$ cat src/rtl/riscv_pkg.sv
// Shared constants and the fetch FSM state type for the pipeline front end.
package riscv_pkg;

   localparam logic [31:0] NOP_INSTR        = 32'h0000_0013;
   localparam logic [31:0] DEFAULT_RESET_PC = 32'h0000_0000;

   typedef enum logic [1:0] {
      BOOT = 2'd0,
      RUN  = 2'd1,
      HALT = 2'd2
   } fetch_state_e;

endpackage

$ cat src/rtl/fetch_stage_if.sv
// Instruction-memory bus between the fetch stage (master) and instruction memory (slave).
// Handshake: imem_req is held high while fetching; imem_rdata belongs to imem_addr and is
// consumed only in a cycle where imem_req and imem_ready are both high.
interface fetch_stage_if;

   logic [31:0] imem_addr;
   logic        imem_req;
   logic [31:0] imem_rdata;
   logic        imem_ready;

   modport master (
      output imem_addr,
      output imem_req,
      input  imem_rdata,
      input  imem_ready
   );

   modport slave (
      input  imem_addr,
      input  imem_req,
      output imem_rdata,
      output imem_ready
   );

endinterface

$ cat src/rtl/if_id_reg.sv
// IF/ID pipeline register: load captures a fetched instruction, bubble replaces only the
// instruction/valid fields so the PC fields keep their last values; neither means hold.
module if_id_reg
   import riscv_pkg::*;
#(
   parameter logic [31:0] NOP = NOP_INSTR
) (
   input  logic        clk,
   input  logic        rst,
   input  logic        load,
   input  logic        bubble,
   input  logic [31:0] pc,
   input  logic [31:0] pc_plus4,
   input  logic [31:0] instr,
   output logic [31:0] pc_D,
   output logic [31:0] pc_plus4_D,
   output logic [31:0] instr_D,
   output logic        valid_D
);

   always_ff @(posedge clk) begin
      if (rst) begin
         pc_D       <= 32'h0;
         pc_plus4_D <= 32'h0;
         instr_D    <= NOP;
         valid_D    <= 1'b0;
      end else if (load) begin
         pc_D       <= pc;
         pc_plus4_D <= pc_plus4;
         instr_D    <= instr;
         valid_D    <= 1'b1;
      end else if (bubble) begin
         instr_D    <= NOP;
         valid_D    <= 1'b0;
      end
   end

endmodule

$ cat src/rtl/fetch_stage.sv
// Instruction fetch stage: PC register, BOOT/RUN/HALT control FSM and the IF/ID register.
// Optional stall-cycle counter output is built when FETCH_STALL_CNT_EN is defined.
module fetch_stage
   import riscv_pkg::*;
#(
   parameter logic [31:0] RESET_PC  = DEFAULT_RESET_PC,
   parameter logic [31:0] NOP_INSTR = riscv_pkg::NOP_INSTR
) (
   input  logic          clk,
   input  logic          rst,
   input  logic          stall,
   input  logic          flush,
   input  logic [31:0]   branch_target,
   fetch_stage_if.master imem,
   output logic [31:0]   pc_D,
   output logic [31:0]   pc_plus4_D,
   output logic [31:0]   instr_D,
   output logic          valid_D,
   output logic          fetch_fault,
   output fetch_state_e  fsm_state
`ifdef FETCH_STALL_CNT_EN
   ,
   output logic [31:0]   stall_cnt
`endif
);

   fetch_state_e state, state_n;
   logic [31:0]  pc_f, pc_f_n;
   logic [31:0]  pc_f_plus4;
   logic         fault_n;
   logic         load, bubble;

   assign pc_f_plus4     = pc_f + 32'd4;
   assign imem.imem_addr = pc_f;
   assign fsm_state      = state;

   always_ff @(posedge clk) begin
      if (rst) begin
         state       <= BOOT;
         pc_f        <= RESET_PC;
         fetch_fault <= 1'b0;
      end else begin
         state       <= state_n;
         pc_f        <= pc_f_n;
         fetch_fault <= fault_n;
      end
   end

   always_comb begin
      state_n       = state;
      pc_f_n        = pc_f;
      fault_n       = fetch_fault;
      load          = 1'b0;
      bubble        = 1'b0;
      imem.imem_req = 1'b0;
      unique case (state)
         BOOT: state_n = RUN;
         RUN: begin
            imem.imem_req = 1'b1;
            if (flush) begin
               bubble = 1'b1;
               // A misaligned redirect is unrecoverable: stop fetching until reset.
               if (branch_target[1:0] == 2'b00) begin
                  pc_f_n = branch_target;
               end else begin
                  state_n = HALT;
                  fault_n = 1'b1;
               end
            end else if (stall) begin
               pc_f_n = pc_f;
            end else if (!imem.imem_ready) begin
               bubble = 1'b1;
            end else begin
               pc_f_n = pc_f_plus4;
               load   = 1'b1;
            end
         end
         HALT: state_n = HALT;
         default: state_n = BOOT;
      endcase
   end

   if_id_reg #(
      .NOP (NOP_INSTR)
   ) u_if_id (
      .clk        (clk),
      .rst        (rst),
      .load       (load),
      .bubble     (bubble),
      .pc         (pc_f),
      .pc_plus4   (pc_f_plus4),
      .instr      (imem.imem_rdata),
      .pc_D       (pc_D),
      .pc_plus4_D (pc_plus4_D),
      .instr_D    (instr_D),
      .valid_D    (valid_D)
   );

`ifdef FETCH_STALL_CNT_EN
   always_ff @(posedge clk) begin
      if (rst) begin
         stall_cnt <= 32'h0;
      end else if (state == RUN && stall && !flush && stall_cnt != 32'hFFFF_FFFF) begin
         stall_cnt <= stall_cnt + 32'd1;
      end
   end
`endif

endmodule
$ cat src/flat_wrapper.sv
// flat-port wrapper written by rule: the top's interface ports become plain ports
module fetch_stage_flat import riscv_pkg::*;
#(
   parameter logic [31:0] RESET_PC  = DEFAULT_RESET_PC,
   parameter logic [31:0] NOP_INSTR = riscv_pkg::NOP_INSTR
)
  (clk, rst, stall, flush, branch_target, pc_D, pc_plus4_D, instr_D, valid_D, fetch_fault, fsm_state, imem_imem_addr, imem_imem_req, imem_imem_rdata, imem_imem_ready);
  fetch_stage_if imem_i ();
  input  logic clk;
  input  logic rst;
  input  logic stall;
  input  logic flush;
  input  logic [31:0] branch_target;
  output logic [31:0] pc_D;
  output logic [31:0] pc_plus4_D;
  output logic [31:0] instr_D;
  output logic valid_D;
  output logic fetch_fault;
  output fetch_state_e fsm_state;
  output wire logic [$bits(imem_i.imem_addr)-1:0] imem_imem_addr;
  output wire logic [$bits(imem_i.imem_req)-1:0] imem_imem_req;
  input wire logic [$bits(imem_i.imem_rdata)-1:0] imem_imem_rdata;
  input wire logic [$bits(imem_i.imem_ready)-1:0] imem_imem_ready;
  assign imem_imem_addr = imem_i.imem_addr;
  assign imem_imem_req = imem_i.imem_req;
  assign imem_i.imem_rdata = imem_imem_rdata;
  assign imem_i.imem_ready = imem_imem_ready;
  fetch_stage #(.RESET_PC(RESET_PC), .NOP_INSTR(NOP_INSTR)) u_core (.clk(clk), .rst(rst), .stall(stall), .flush(flush), .branch_target(branch_target), .imem(imem_i), .pc_D(pc_D), .pc_plus4_D(pc_plus4_D), .instr_D(instr_D), .valid_D(valid_D), .fetch_fault(fetch_fault), .fsm_state(fsm_state));
endmodule
$ cat config.mk
export PLATFORM = sky130hd
export DESIGN_NAME = fetch_stage_flat
export DESIGN_NICKNAME = d
export VERILOG_FILES = /design/src/rtl/riscv_pkg.sv /design/src/rtl/fetch_stage_if.sv /design/src/rtl/if_id_reg.sv /design/src/rtl/fetch_stage.sv /design/src/flat_wrapper.sv
export SDC_FILE = /design/constraint.sdc
export NUM_CORES = 1
export LEC_CHECK = 0
export BUFFER_PORTS_ARGS = -buffer_cell sky130_fd_sc_hd__buf_2
export CAP_MARGIN = 25
export CORE_MARGIN = 2
export CORE_UTILIZATION = 50
export CTS_CLUSTER_DIAMETER = 80
export CTS_CLUSTER_SIZE = 20
export DETAILED_ROUTE_END_ITERATION = 7
export PLACE_DENSITY = 0.79
export REMOVE_ABC_BUFFERS = 1
export SETUP_SLACK_MARGIN = 0.15
export SKIP_CTS_REPAIR_TIMING = 1
export SLEW_MARGIN = 20
export SYNTH_ARGS = -nofsm -noshare
export SYNTH_HDL_FRONTEND = slang
export SYNTH_HIERARCHICAL = 1
export SYNTH_SLANG_ARGS = --single-unit
export TNS_END_PERCENT = 50
$ cat constraint.sdc
create_clock -name clk -period 5.9 [get_ports clk]
set_input_delay 1.77 -clock clk [delete_from_list [all_inputs] [get_ports clk]]
set_output_delay 1.77 -clock clk [all_outputs]
set_load 0.01 [all_outputs]
==> out/results.ini <==
[outcome]
status=finished clean

[cts]
cts.sinks=132
root_buffer=clkbuf_16
worstSkewPairLatency_ns=0.42
cts_tree=built
clockBufferDepth=2
h-tree-depth=4
cts_buffers=17
clk_pin_slew_ns=0.06

[hold_path]
hold_path.class=register to register
min_delay_path_depth=2

[detailed_routing]
num_vias=5638
first_iter_violations=487
final_antenna_net_count=0
drc=0
vias_per_cell=5.32
routed_wl_um=16600
drt-pass1-iter-count=5
routedWlPerCell_um=15.7

[logic_synthesis]
synthMuxAreaShare_pct=10.7
ys_warn_count=6
postSynthAreaPerCell_um2=9.03
synthAdderAreaFrac_pct=0.590
yosysTopAreaCellShare_pct=41.5
synth_flop_cell=dfxtp_1
synth_compound_area_share_pct=15.8
synth_top_area_cell=dfxtp_1
synth_top_family_by_area=simple AND/OR/NAND/NOR gates
synthCells=705
synth.top_cells.by_area=dfxtp_1, mux2i_1, nor2_1
netlist_area_um2=6370
synth_xor_area_share_pct=3.85
synth_seq_area_share_pct=41.5
ys_ff_latch=132
synth_edf_count=0
synth-simple-area-share_pct=19.8
synth_cell_types=53
async_flop_share_pct=0

[place]
routabilityCongestion=0.788
dp_cells=1024
dp_slack_ns=1.26
port_buffers=201
hpwlAfterDp_um=11200

[pwr]
leakage_nw=3.28
vdd_drop_max_mv=0.200
power_mw=2.38
power_density_nw_per_um2=300

[floorplanning]
die_h_um=117
die_w_um=117
core_um2=12500
rows=41
start_util_pct=50.9
die_area_um2=13700
pin_count=202

[global_route]
grt_pass1_vias=5109
use_met3_pct=8.86
grt_pass1_wl_um=25800
grt_overflow=0
antenna_found_initial=2
grt_max_degree=87
grt.total_usage_pct=24.1
busiest_layer=met2
met2_usage_pct=39.2
use_met1_pct=29.7

[worst_setup_path]
path_class=primary input to register
crit_path_cell_trace=buf_2, buf_4, and4bb_2, or2_1, buf_8, nand4_1, o31a_1, a21oi_1
start_kind=primary input
ff2ff_path_depth=7
critPathRequiredTime_ns=6.25
crit_fanout=78
critPathSlowestCell=buf_4
endpoint_kind=register
max_stage_delay_ns=0.59
worstPathArrival_ns=4.43

[finish]
area_growth_pct=24.9
nNetsFinal=944
num-fill-cells=1127
ff_latch_area_um2=2640
multi_input_area_um2=3230
final_cells=1059
final_cell_mix=buf_2, dfxtp_1, nor2_1
layout-drive-gt1-share_pct=30.5
final_common_cell=buf_2

[sta]
rsz0062_at_grt=no
fin_hold_ws_ns=0.458
worst_slack_ns=1.82
max-slew-margin-rel_pct=34.1
setup_viol=0
hold_violations=0
period_share_pct=69.2
fmax_mhz=245
skew_ns=0.00592
maxSlewViolCount=0
tightest_slew_ns=0.988
period_minus_slack_ns=4.08
finalSetupTns_ns=0

[job]
max-cap-violations=0

-- kinds of logic (layout without fill, tap and decap cells) --
kind of cell    after synthesis  in the layout
compound gates              119            119
xor+xnor                     28             28
fa+ha+maj                     3              3
buf+inv                     103            283
flops                       132            132
mux                          68             68
other cells                   0              2
simple gates                252            252
-- per-layer routing --
metal	part of all wire, %	up-vias
li1	-	2817
met1	44	2598
met2	45	206
met3	9.2	17
met4	1.6	0
met5	0	-
-- through the flow --
stage	cell area, um^2	util, %
6_report	7950	63.5
5_1_grt	7950	63.5
4_1_cts	7930	63.4
3_5_place_dp	7300	58.4
3_3_place_gp	7300	58.4
2_1_floorplan	6030	-
-- sequential cells by signal, indices dropped and copies added, names as in the netlist --
register	cells
u_core/imem.imem_addr	32
u_core/u_if_id/instr_D	32
u_core/u_if_id/pc_D	32
u_core/u_if_id/pc_plus4_D	32
u_core/fsm_state	2
u_core/fetch_fault	1
u_core/u_if_id/valid_D	1
-- report_power, final --
group / internal, mW / total [mW] / switching [mW]
clock: 0.738 / 1.12 / 0.379
combinational: 0.120 / 0.300 / 0.180
sequential: 0.924 / 0.967 / 0.0432
total: 1.78 / 2.38 / 0.603
-- final timing paths --
kind                  startpoint  slack [ns]                        end
max                        flush        1.82  u_core/imem.imem_addr[19]
min           u_core/fetch_fault        0.46         u_core/fetch_fault
max reg2reg  u_core/fsm_state[1]        2.86  u_core/u_if_id/instr_D[0]
min reg2reg   u_core/fetch_fault        0.46         u_core/fetch_fault
-- layout make-up --
class / count / area share (%)
antenna: 2 / 0.0629
clock buffer: 23 / 6.01
clock inverter: 9 / 1.89
inverter: 43 / 2.09
multi-input combinational: 470 / 40.6
sequential: 132 / 33.2
tap: 172 / 2.71
timing repair buffer: 208 / 13.4
-- synthesized netlist by cell type, types with 2 or more instances --
cell and n:
mux2i_1 68, nor3_1 11, o31ai_1 5, nand3_1 22, nand2b_1 5, buf_4 6, nand3b_1 2, and3_1 5
o21ai_0 14, nor4_1 5, nor2_1 103, or2_1 2, buf_2 16, or4_1 4, inv_1 41, nor2b_1 6
nor3b_1 2, clkbuf_1 29, o31a_1 4, dfxtp_1 132, inv_2 2, xnor2_1 15, a21oi_1 18, a22oi_1 13
o32ai_1 13, buf_6 9, o211ai_1 2, o32ai_2 20, ha_1 3, nand4_1 8, nor4_2 2, o41ai_1 2
o21a_1 7, nor4_4 2, a22o_1 4, a31oi_1 10, o21ai_1 2, nand2_1 59, xor2_1 13, nand4_4 2
and4_1 5
-- worst max-delay path, delay by kind of cell --
family,cells,cell delay (ns)
AO/OA/AOI/OAI,2,0.40
AND/OR/NAND/NOR,3,1.30
buffers and inverters,3,0.93
No activity file was read; power rests on OpenSTA's default activity.
